==> src/rtl/imem_stream_loader_if.sv <==
// Byte-stream input and instruction-memory write port of the program loader.
// The slave modport is the loader; the master modport is the byte source / memory side.
interface imem_stream_loader_if #(
   parameter int unsigned ADDR_W = 9
);
   logic              byte_valid;
   logic [7:0]        byte_data;
   logic              byte_last;
   logic              byte_ready;
   logic              mem_we;
   logic [ADDR_W-1:0] mem_addr;
   logic [31:0]       mem_wdata;

   modport master (
      output byte_valid,
      output byte_data,
      output byte_last,
      input  byte_ready,
      input  mem_we,
      input  mem_addr,
      input  mem_wdata
   );

   modport slave (
      input  byte_valid,
      input  byte_data,
      input  byte_last,
      output byte_ready,
      output mem_we,
      output mem_addr,
      output mem_wdata
   );
endinterface

==> src/rtl/imem_stream_loader.sv <==
// Fills instruction memory with NOPs, packs a little-endian byte stream into program words,
// then holds the core in reset for RST_HOLD cycles before releasing it.
module imem_stream_loader #(
   parameter int unsigned DEPTH    = 512,
   parameter int unsigned ADDR_W   = 9,
   parameter logic [31:0] NOP_WORD = 32'h0000_0013,
   parameter int unsigned RST_HOLD = 10
) (
   input  logic                 clk,
   input  logic                 rst,
   imem_stream_loader_if.slave  bus,
   output logic                 core_rst,
   output logic                 load_done,
   output logic [ADDR_W:0]      word_count
);

   localparam int unsigned HoldW = (RST_HOLD > 1) ? $clog2(RST_HOLD) : 1;
   localparam logic [ADDR_W-1:0] LastAddr  = ADDR_W'(DEPTH - 1);
   localparam logic [ADDR_W:0]   LastCount = (ADDR_W + 1)'(DEPTH - 1);
   localparam logic [ADDR_W:0]   FullCount = (ADDR_W + 1)'(DEPTH);
   localparam logic [HoldW-1:0]  HoldLast  = HoldW'(RST_HOLD - 1);

   typedef enum logic [1:0] {
      StFill,
      StLoad,
      StHold,
      StRun
   } state_e;

   state_e            state_q, state_d;
   logic [ADDR_W-1:0] fill_addr_q, fill_addr_d;
   logic [ADDR_W-1:0] word_ptr_q, word_ptr_d;
   logic [ADDR_W:0]   count_q, count_d;
   logic [1:0]        idx_q, idx_d;
   logic [7:0]        b0_q, b0_d, b1_q, b1_d, b2_q, b2_d;
   logic [31:0]       wr_data_q, wr_data_d;
   logic              wr_pend_q, wr_pend_d;
   logic              end_q, end_d;
   logic [HoldW-1:0]  hold_q, hold_d;

   logic              accept;
   logic              ready_int;
   logic              we_int;
   logic [ADDR_W-1:0] addr_int;
   logic [31:0]       wdata_int;

   always_ff @(posedge clk or posedge rst) begin
      if (rst) begin
         state_q     <= StFill;
         fill_addr_q <= '0;
         word_ptr_q  <= '0;
         count_q     <= '0;
         idx_q       <= '0;
         b0_q        <= '0;
         b1_q        <= '0;
         b2_q        <= '0;
         wr_data_q   <= '0;
         wr_pend_q   <= 1'b0;
         end_q       <= 1'b0;
         hold_q      <= '0;
      end else begin
         state_q     <= state_d;
         fill_addr_q <= fill_addr_d;
         word_ptr_q  <= word_ptr_d;
         count_q     <= count_d;
         idx_q       <= idx_d;
         b0_q        <= b0_d;
         b1_q        <= b1_d;
         b2_q        <= b2_d;
         wr_data_q   <= wr_data_d;
         wr_pend_q   <= wr_pend_d;
         end_q       <= end_d;
         hold_q      <= hold_d;
      end
   end

   always_comb begin
      state_d     = state_q;
      fill_addr_d = fill_addr_q;
      word_ptr_d  = word_ptr_q;
      count_d     = count_q;
      idx_d       = idx_q;
      b0_d        = b0_q;
      b1_d        = b1_q;
      b2_d        = b2_q;
      wr_data_d   = wr_data_q;
      wr_pend_d   = wr_pend_q;
      end_d       = end_q;
      hold_d      = hold_q;
      accept      = 1'b0;
      ready_int   = 1'b0;
      we_int      = 1'b0;
      addr_int    = word_ptr_q;
      wdata_int   = '0;

      unique case (state_q)
         StFill: begin
            we_int    = 1'b1;
            addr_int  = fill_addr_q;
            wdata_int = NOP_WORD;
            if (fill_addr_q == LastAddr) begin
               fill_addr_d = '0;
               state_d     = StLoad;
            end else begin
               fill_addr_d = fill_addr_q + 1'b1;
            end
         end

         StLoad: begin
            // end_q marks that the word now pending is the final one: stop taking bytes.
            ready_int = ~end_q;
            accept    = bus.byte_valid & ~end_q;

            if (wr_pend_q) begin
               we_int     = 1'b1;
               wdata_int  = wr_data_q;
               word_ptr_d = word_ptr_q + 1'b1;
               wr_pend_d  = 1'b0;
               if (count_q != FullCount) begin
                  count_d = count_q + 1'b1;
               end
               if (end_q) begin
                  state_d = StHold;
               end
            end

            if (accept) begin
               idx_d = idx_q + 1'b1;
               unique case (idx_q)
                  2'd0: b0_d = bus.byte_data;
                  2'd1: b1_d = bus.byte_data;
                  2'd2: b2_d = bus.byte_data;
                  2'd3: begin
                     wr_data_d = {bus.byte_data, b2_q, b1_q, b0_q};
                     wr_pend_d = 1'b1;
                     end_d     = bus.byte_last | (count_q == LastCount);
                  end
                  default: ;
               endcase
               // A last byte that does not complete a word drops the partial word.
               if (bus.byte_last && (idx_q != 2'd3)) begin
                  idx_d   = '0;
                  state_d = StHold;
               end
            end
         end

         StHold: begin
            if (hold_q == HoldLast) begin
               hold_d  = '0;
               state_d = StRun;
            end else begin
               hold_d = hold_q + 1'b1;
            end
         end

         StRun: ;

         default: state_d = StFill;
      endcase
   end

   // The FILL write strobe is decoded from state, so it is masked while rst is held.
   assign bus.byte_ready = ready_int;
   assign bus.mem_we     = we_int & ~rst;
   assign bus.mem_addr   = addr_int;
   assign bus.mem_wdata  = rst ? 32'h0 : wdata_int;
   assign core_rst       = (state_q != StRun);
   assign load_done      = (state_q == StRun);
   assign word_count     = count_q;

endmodule

==> src/flat_wrapper.sv <==
// flat-port wrapper written by rule: the top's interface ports become plain ports
module imem_stream_loader_flat 
#(
   parameter int unsigned DEPTH    = 512,
   parameter int unsigned ADDR_W   = 9,
   parameter logic [31:0] NOP_WORD = 32'h0000_0013,
   parameter int unsigned RST_HOLD = 10
)
  (clk, rst, core_rst, load_done, word_count, bus_byte_valid, bus_byte_data, bus_byte_last, bus_byte_ready, bus_mem_we, bus_mem_addr, bus_mem_wdata);
  imem_stream_loader_if #(.ADDR_W(ADDR_W)) bus_i ();
  input  logic clk;
  input  logic rst;
  output logic core_rst;
  output logic load_done;
  output logic [ADDR_W:0] word_count;
  input wire logic [$bits(bus_i.byte_valid)-1:0] bus_byte_valid;
  input wire logic [$bits(bus_i.byte_data)-1:0] bus_byte_data;
  input wire logic [$bits(bus_i.byte_last)-1:0] bus_byte_last;
  output wire logic [$bits(bus_i.byte_ready)-1:0] bus_byte_ready;
  output wire logic [$bits(bus_i.mem_we)-1:0] bus_mem_we;
  output wire logic [$bits(bus_i.mem_addr)-1:0] bus_mem_addr;
  output wire logic [$bits(bus_i.mem_wdata)-1:0] bus_mem_wdata;
  assign bus_i.byte_valid = bus_byte_valid;
  assign bus_i.byte_data = bus_byte_data;
  assign bus_i.byte_last = bus_byte_last;
  assign bus_byte_ready = bus_i.byte_ready;
  assign bus_mem_we = bus_i.mem_we;
  assign bus_mem_addr = bus_i.mem_addr;
  assign bus_mem_wdata = bus_i.mem_wdata;
  imem_stream_loader #(.DEPTH(DEPTH), .ADDR_W(ADDR_W), .NOP_WORD(NOP_WORD), .RST_HOLD(RST_HOLD)) u_core (.clk(clk), .rst(rst), .bus(bus_i), .core_rst(core_rst), .load_done(load_done), .word_count(word_count));
endmodule
==> config.mk <==
export PLATFORM = sky130hd
export DESIGN_NAME = imem_stream_loader_flat
export DESIGN_NICKNAME = d
export VERILOG_FILES = /design/src/rtl/imem_stream_loader_if.sv /design/src/rtl/imem_stream_loader.sv /design/src/flat_wrapper.sv
export SDC_FILE = /design/constraint.sdc
export NUM_CORES = 1
export LEC_CHECK = 0
export BUFFER_PORTS_ARGS = -buffer_cell sky130_fd_sc_hd__clkbuf_2
export CAP_MARGIN = 20
export CORE_MARGIN = 3
export CORE_UTILIZATION = 57
export CTS_CLUSTER_DIAMETER = 120
export DETAILED_ROUTE_END_ITERATION = 6
export GPL_ROUTABILITY_DRIVEN = 0
export PLACE_DENSITY = 0.8
export SYNTH_ARGS = -nofsm -noshare
export SYNTH_HDL_FRONTEND = slang
export SYNTH_SLANG_ARGS = --single-unit
==> constraint.sdc <==
create_clock -name clk -period 9.5 [get_ports clk]
set_input_delay 2.375 -clock clk [delete_from_list [all_inputs] [get_ports clk]]
set_output_delay 2.375 -clock clk [all_outputs]
set_load 0.005 [all_outputs]
# Word level (Yosys, flattened, before mapping)
# Cells that the tools add are included.
word_totals:
  wordCells: 67
  reg_bits: 94
  in_bits: 12
classes:
  n_bitwise: 5
  mux: 19
  eq_ne: 14
  n_reduce_logical: 12
  add_sub_neg: 5
op_table:
  columns: ["cell", "count"]
  rows:
  - ["32-bit 2-to-1 mux", 2]
  - ["32-bit case mux with 2 select lines", 1]
  - ["9-bit by 1-bit adder with 9-bit output (second input constant)", 2]
  - ["9-bit 2-to-1 mux", 2]
  - ["3-bit AND reduction", 6]
  - ["2-bit 2-to-1 mux", 7]
  - ["10-bit by 1-bit adder with 10-bit output (second input constant)", 1]
  - ["10-bit by 9-bit == test with 1-bit output (second input constant)", 1]
  - ["10-bit != test (second input constant)", 1]
  - ["9-bit == test (second input constant)", 1]
  - ["2-bit == test (second input constant)", 4]
  - ["2-bit case mux with 3 select lines", 1]
  - ["4-bit by 1-bit adder with 4-bit output (second input constant)", 1]
  - ["2-bit by 1-bit == test with 1-bit output (second input constant)", 2]
  - ["4-bit == test (second input constant)", 1]
  - ["2-bit zero test", 2]
  - ["1-bit 2-to-1 mux", 4]
  - ["4-bit 2-to-1 mux", 1]
  - ["2-bit by 1-bit != test with 1-bit output (second input constant)", 2]
  - ["2-bit != test (second input constant)", 2]
  - ["2-bit AND reduction", 2]
  - ["3-bit nonzero test", 1]
  - ["2-bit by 1-bit adder with 2-bit output (second input constant)", 1]
  - ["1-bit AND", 2]
  - ["4 further kinds", 5]

# Logic depth before layout (Yosys ltp)
depth:
  depth_word: 5
  ltp_mapped: 9
  ltp_nobuf: 9

# Worst setup path after synthesis
# Ideal clock, no wire load.
synth_timing:
  path_type: "input to output"
  start: "input port rst"
  end: "output port bus_mem_wdata[22]"
  slack_ps: 1322
  required_ps: 7125
  arrival_time_ps: 5803
  cell_stages: 3
  cell_sequence: "inv_1 clkbuf_1 and3_1"
synth_between:
  elab_chain_len: 1
synth_lines:
  columns: ["item", "line_no", "source"]
  rows:
  - ["start: declaration", "flat_wrapper.sv:12", "input logic rst;"]
  - ["32-bit 2-to-1 mux", "imem_stream_loader.sv:167", "assign bus.mem_wdata = rst ? 32'h0 : wdata_int;"]
  - ["end: declaration", "flat_wrapper.sv:22", "output wire logic [$bits(bus_i.mem_wdata)-1:0] bus_mem_wdata;"]
# No other way between the ends.

# Final worst setup path
layout_timing:
  start: "input port rst"
  end: "output port bus_mem_wdata[13]"
# Same word-level chain as after synthesis.

==> metrics.md <==
| Metric | Value |
|---|---|
| Status | complete, no violations |
| GR Overflow Total | 0 |
| TritonCTS Buffers | 9 |
| CTS Buffer Depth | 2 |
| Post-synthesis cell count | about 360 |
| Fin nets | 450 |
| Reg-to-reg endpoint | u_core.state_q[1] |
| Max VDD drop | 0.0000872 V |
| Area Overhead vs Synth | 12.8% |
| CP dominant cell by count | clkbuf_2 |
| Die Height | ~95 um |
| Leak | 2.84 nW |
| Total track usage | 0.190 |
| EDFF count, synth | 0 |
| R2R Setup Slk | 7080 ps |
| Setup slack after placement | 3010 ps |
| Die W | 94.7 um |
| ANT cells | 0 |
| Cells along the critical path | clkbuf_2 -> inv_4 -> buf_4 -> and3_1 -> clkbuf_2 |
| Vias in the first global route | about 2800 |
| Reg2reg path depth | 9 |
| Yosys top cell area share | 0.524 |
| First-pass GRT wire length | roughly 13000 um |
| Core area | ~7400 um2 |
| Total clock sinks | 94 |
| Post-synth top flop | dfrtp_1 |
| Crit-path max FO | 76 |
| Fmax | approximately 0.16 GHz |
| Asr flop ratio synth | 1.00 |
| Synthesized area per cell | ~12 um2 |
| Pins Over Slew Limit | 0 |
| Initial Utilization | 0.603 |
| Count leader, synth | dfrtp_1 |
| Yosys reg bits | 94 |
| Startpoint Class | input port |
| DR vias | 2851 |
| Worst-margin pin slew | approximately 870 ps |
| Layout cells sized above 1 | 0.363 |
| Hold_sp | u_core.word_ptr_q[8] |
| Clock insertion delay at the later pin of the skew report | approximately 350 ps |
| TNS Setup | 0 ps |
| Antenna violations before repair | 0 |
| Min cycle time layout | between 6000 and 7000 ps |
| Final hold violations | 0 |
| Root Driver | clkbuf_8 |
| R2R Path Start | u_core.fill_addr_q[0] |
| Via density | between 5 and 6 |
| Slew headroom | 0.418 |
| Cell Area, Synth | around 4500 um2 |
| CP max stage delay | around 600 ps |
| CTS H-tree lvls | 3 |
| Synth area leaders | dfrtp_1 (52%), mux2_2 (10%), mux2_4 (9.4%) |
| Std cell rows | 31 |
| Largest net degree at the start of global routing | between 70 and 80 |
| Final HPWL DP | roughly 5500 um |
| PwrDens | roughly 130 nW/um2 |
| Top Ports | 67 |
| Crit. End Element | output port |
| Worst hold stages | 1 |
| Post-CTS Setup Bufs | 0 |
| Max cap viols | 0 |
| Synth top cells by count | dfrtp_1 (94), mux2_2 (40), and3_1 (33), mux2_4 (28), nand2_1 (21) |
| Wirelength per Cell | roughly 15 um |
| DR DRC count | 0 |
| WL final | around 8100 um |
| Period Utilization, post-route | 0.678 |
| CTS tree | done |
| DR pass1 iterations | 4 |
| Cell variety after synth | 40 |
| Die footprint | 8970 um2 |
| Worst-path clk slew | 90 ps |
| Sequential area share after synthesis | 0.524 |
| Cts repair resizes | 0 |
| Final ANT Viol Nets | 0 |
| Setup Viol. Count Final | 0 |
| Crit Path Category | input port to output port |
| Unrepaired setup endpoints after global routing | no |
| Worst Hold Path EP | u_core.word_ptr_q[8] |
| Port bufs | 66 |
| Synth area leader | dfrtp_1 |
| WP data arrival | 4060 ps |
| Warnings, synthesis | 0 |
| Initial DRC count | 76 |
| Hold Crit Class | flip-flop to flip-flop |
| Critical Path RT | 7130 ps |
| Slowest stage cell, crit path | inv_4 |
| Clk_skew | 9.43 ps |
| Hold_buf cts | 0 |
| Final worst slack | 3060 ps |
| Syn_nets | 386 |
## how the worst max path moves through the flow
stage / from / to / slack [ps] / cells past startpoint
finish: rst / bus_mem_wdata[13] / 3060 / 5
global route: rst / bus_mem_wdata[28] / 2820 / 5
CTS: rst / bus_mem_wdata[13] / 3010 / 5
detailed placement: rst / bus_mem_wdata[13] / 3010 / 5
global placement: rst / bus_mem_wdata[3] / 3050 / 5
floorplan: rst / bus_mem_wdata[22] / 1320 / 3
## logic make-up (layout without fill, tap and decap cells)
logic type / count (synthesis) / after routing / synth area share
buffers and inverters: 28 / 97 / 0.0304
muxes: 70 / 70 / 0.198
xor gates and xnor gates: 18 / 18 / 0.0351
DFF: 94 / 94 / 0.524
adders and majority gates: 13 / 13 / 0.0362
and+or+nand+nor: 107 / 107 / 0.133
AOI/OAI and AO/OA: 31 / 31 / 0.0427
## cell type report
| type | instances | area (um2) |
|---|---|---|
| clock buffers | 11 | 131 |
| clock inverters | 5 | 58.8 |
| fillers | 561 | 2380 |
| inverters | 13 | 51.3 |
| multi-input cells | 239 | 2000 |
| flip-flops and latches | 94 | 2350 |
| well taps | 99 | 124 |
| repair buffers | 68 | 345 |
## critical path: cells and delay by family
kind                   cells  cell delay [ps]
AND/OR/NAND/NOR            1              240
buffers and inverters      4             1400
## stage by stage
stage / util / cells / instance area [um2] / hold WS, ps / power [mW]
floorplan: - / 361 / 4490 / 442 / 0.415
global placement: 0.654 / 513 / 4870 / 462 / 0.422
detailed placement: 0.654 / 513 / 4870 / 466 / 0.422
CTS: 0.680 / 529 / 5060 / 480 / 0.675
global route: 0.680 / 529 / 5060 / 484 / 0.692
finish: 0.680 / 529 / 5060 / 477 / 0.670
## power by group
part,switching (mW),internal (mW)
Combinational,0.0113,0.00241
Clock,0.134,0.122
Sequential,0,0.400
Total,0.145,0.525
## flip-flops by register name (all words and copies together) (netlist names), 4 cells and up
register,flops
u_core.word_ptr_q,9
u_core.b1_q,8
u_core.b0_q,8
u_core.wr_data_q,32
u_core.fill_addr_q,9
u_core.hold_q,4
u_core.b2_q,8
u_core.word_count,10
## per-layer routing
| layer | part of all wire | vias up | global-route usage |
|---|---|---|---|
| met3 | 0.033 | 14 | 0.0398 |
| met4 | 0.019 | 0 | 0.0721 |
| met1 | 0.46 | 1387 | 0.253 |
| li1 | - | 1397 | - |
| met5 | 0 | - | 0 |
| met2 | 0.48 | 53 | 0.308 |
## cell usage in the layout, fill, tap and decap left out, types with 2 or more instances in the layout
master       n
o21ai_0     12
xnor2_1     12
clkinvlp_4   2
and2_1       2
mux2_4      28
nor2b_1      4
xor2_1       6
nor4b_1      2
nand4_1      8
clkbuf_2    66
o22ai_1      2
mux2i_1      2
dfrtp_1     94
o211ai_1     2
clkbuf_8     9
nand2_2      3
nor3_1       4
a21oi_1      6
a21o_1       2
nor2_1      17
and3_1      33
a22o_1       2
nand2_1     21
inv_1       12
clkbuf_1     2
nand3_1      3
mux2_2      40
buf_4        2
ha_1        13
nor3b_1      3
Power figures use the tool's default switching activity.
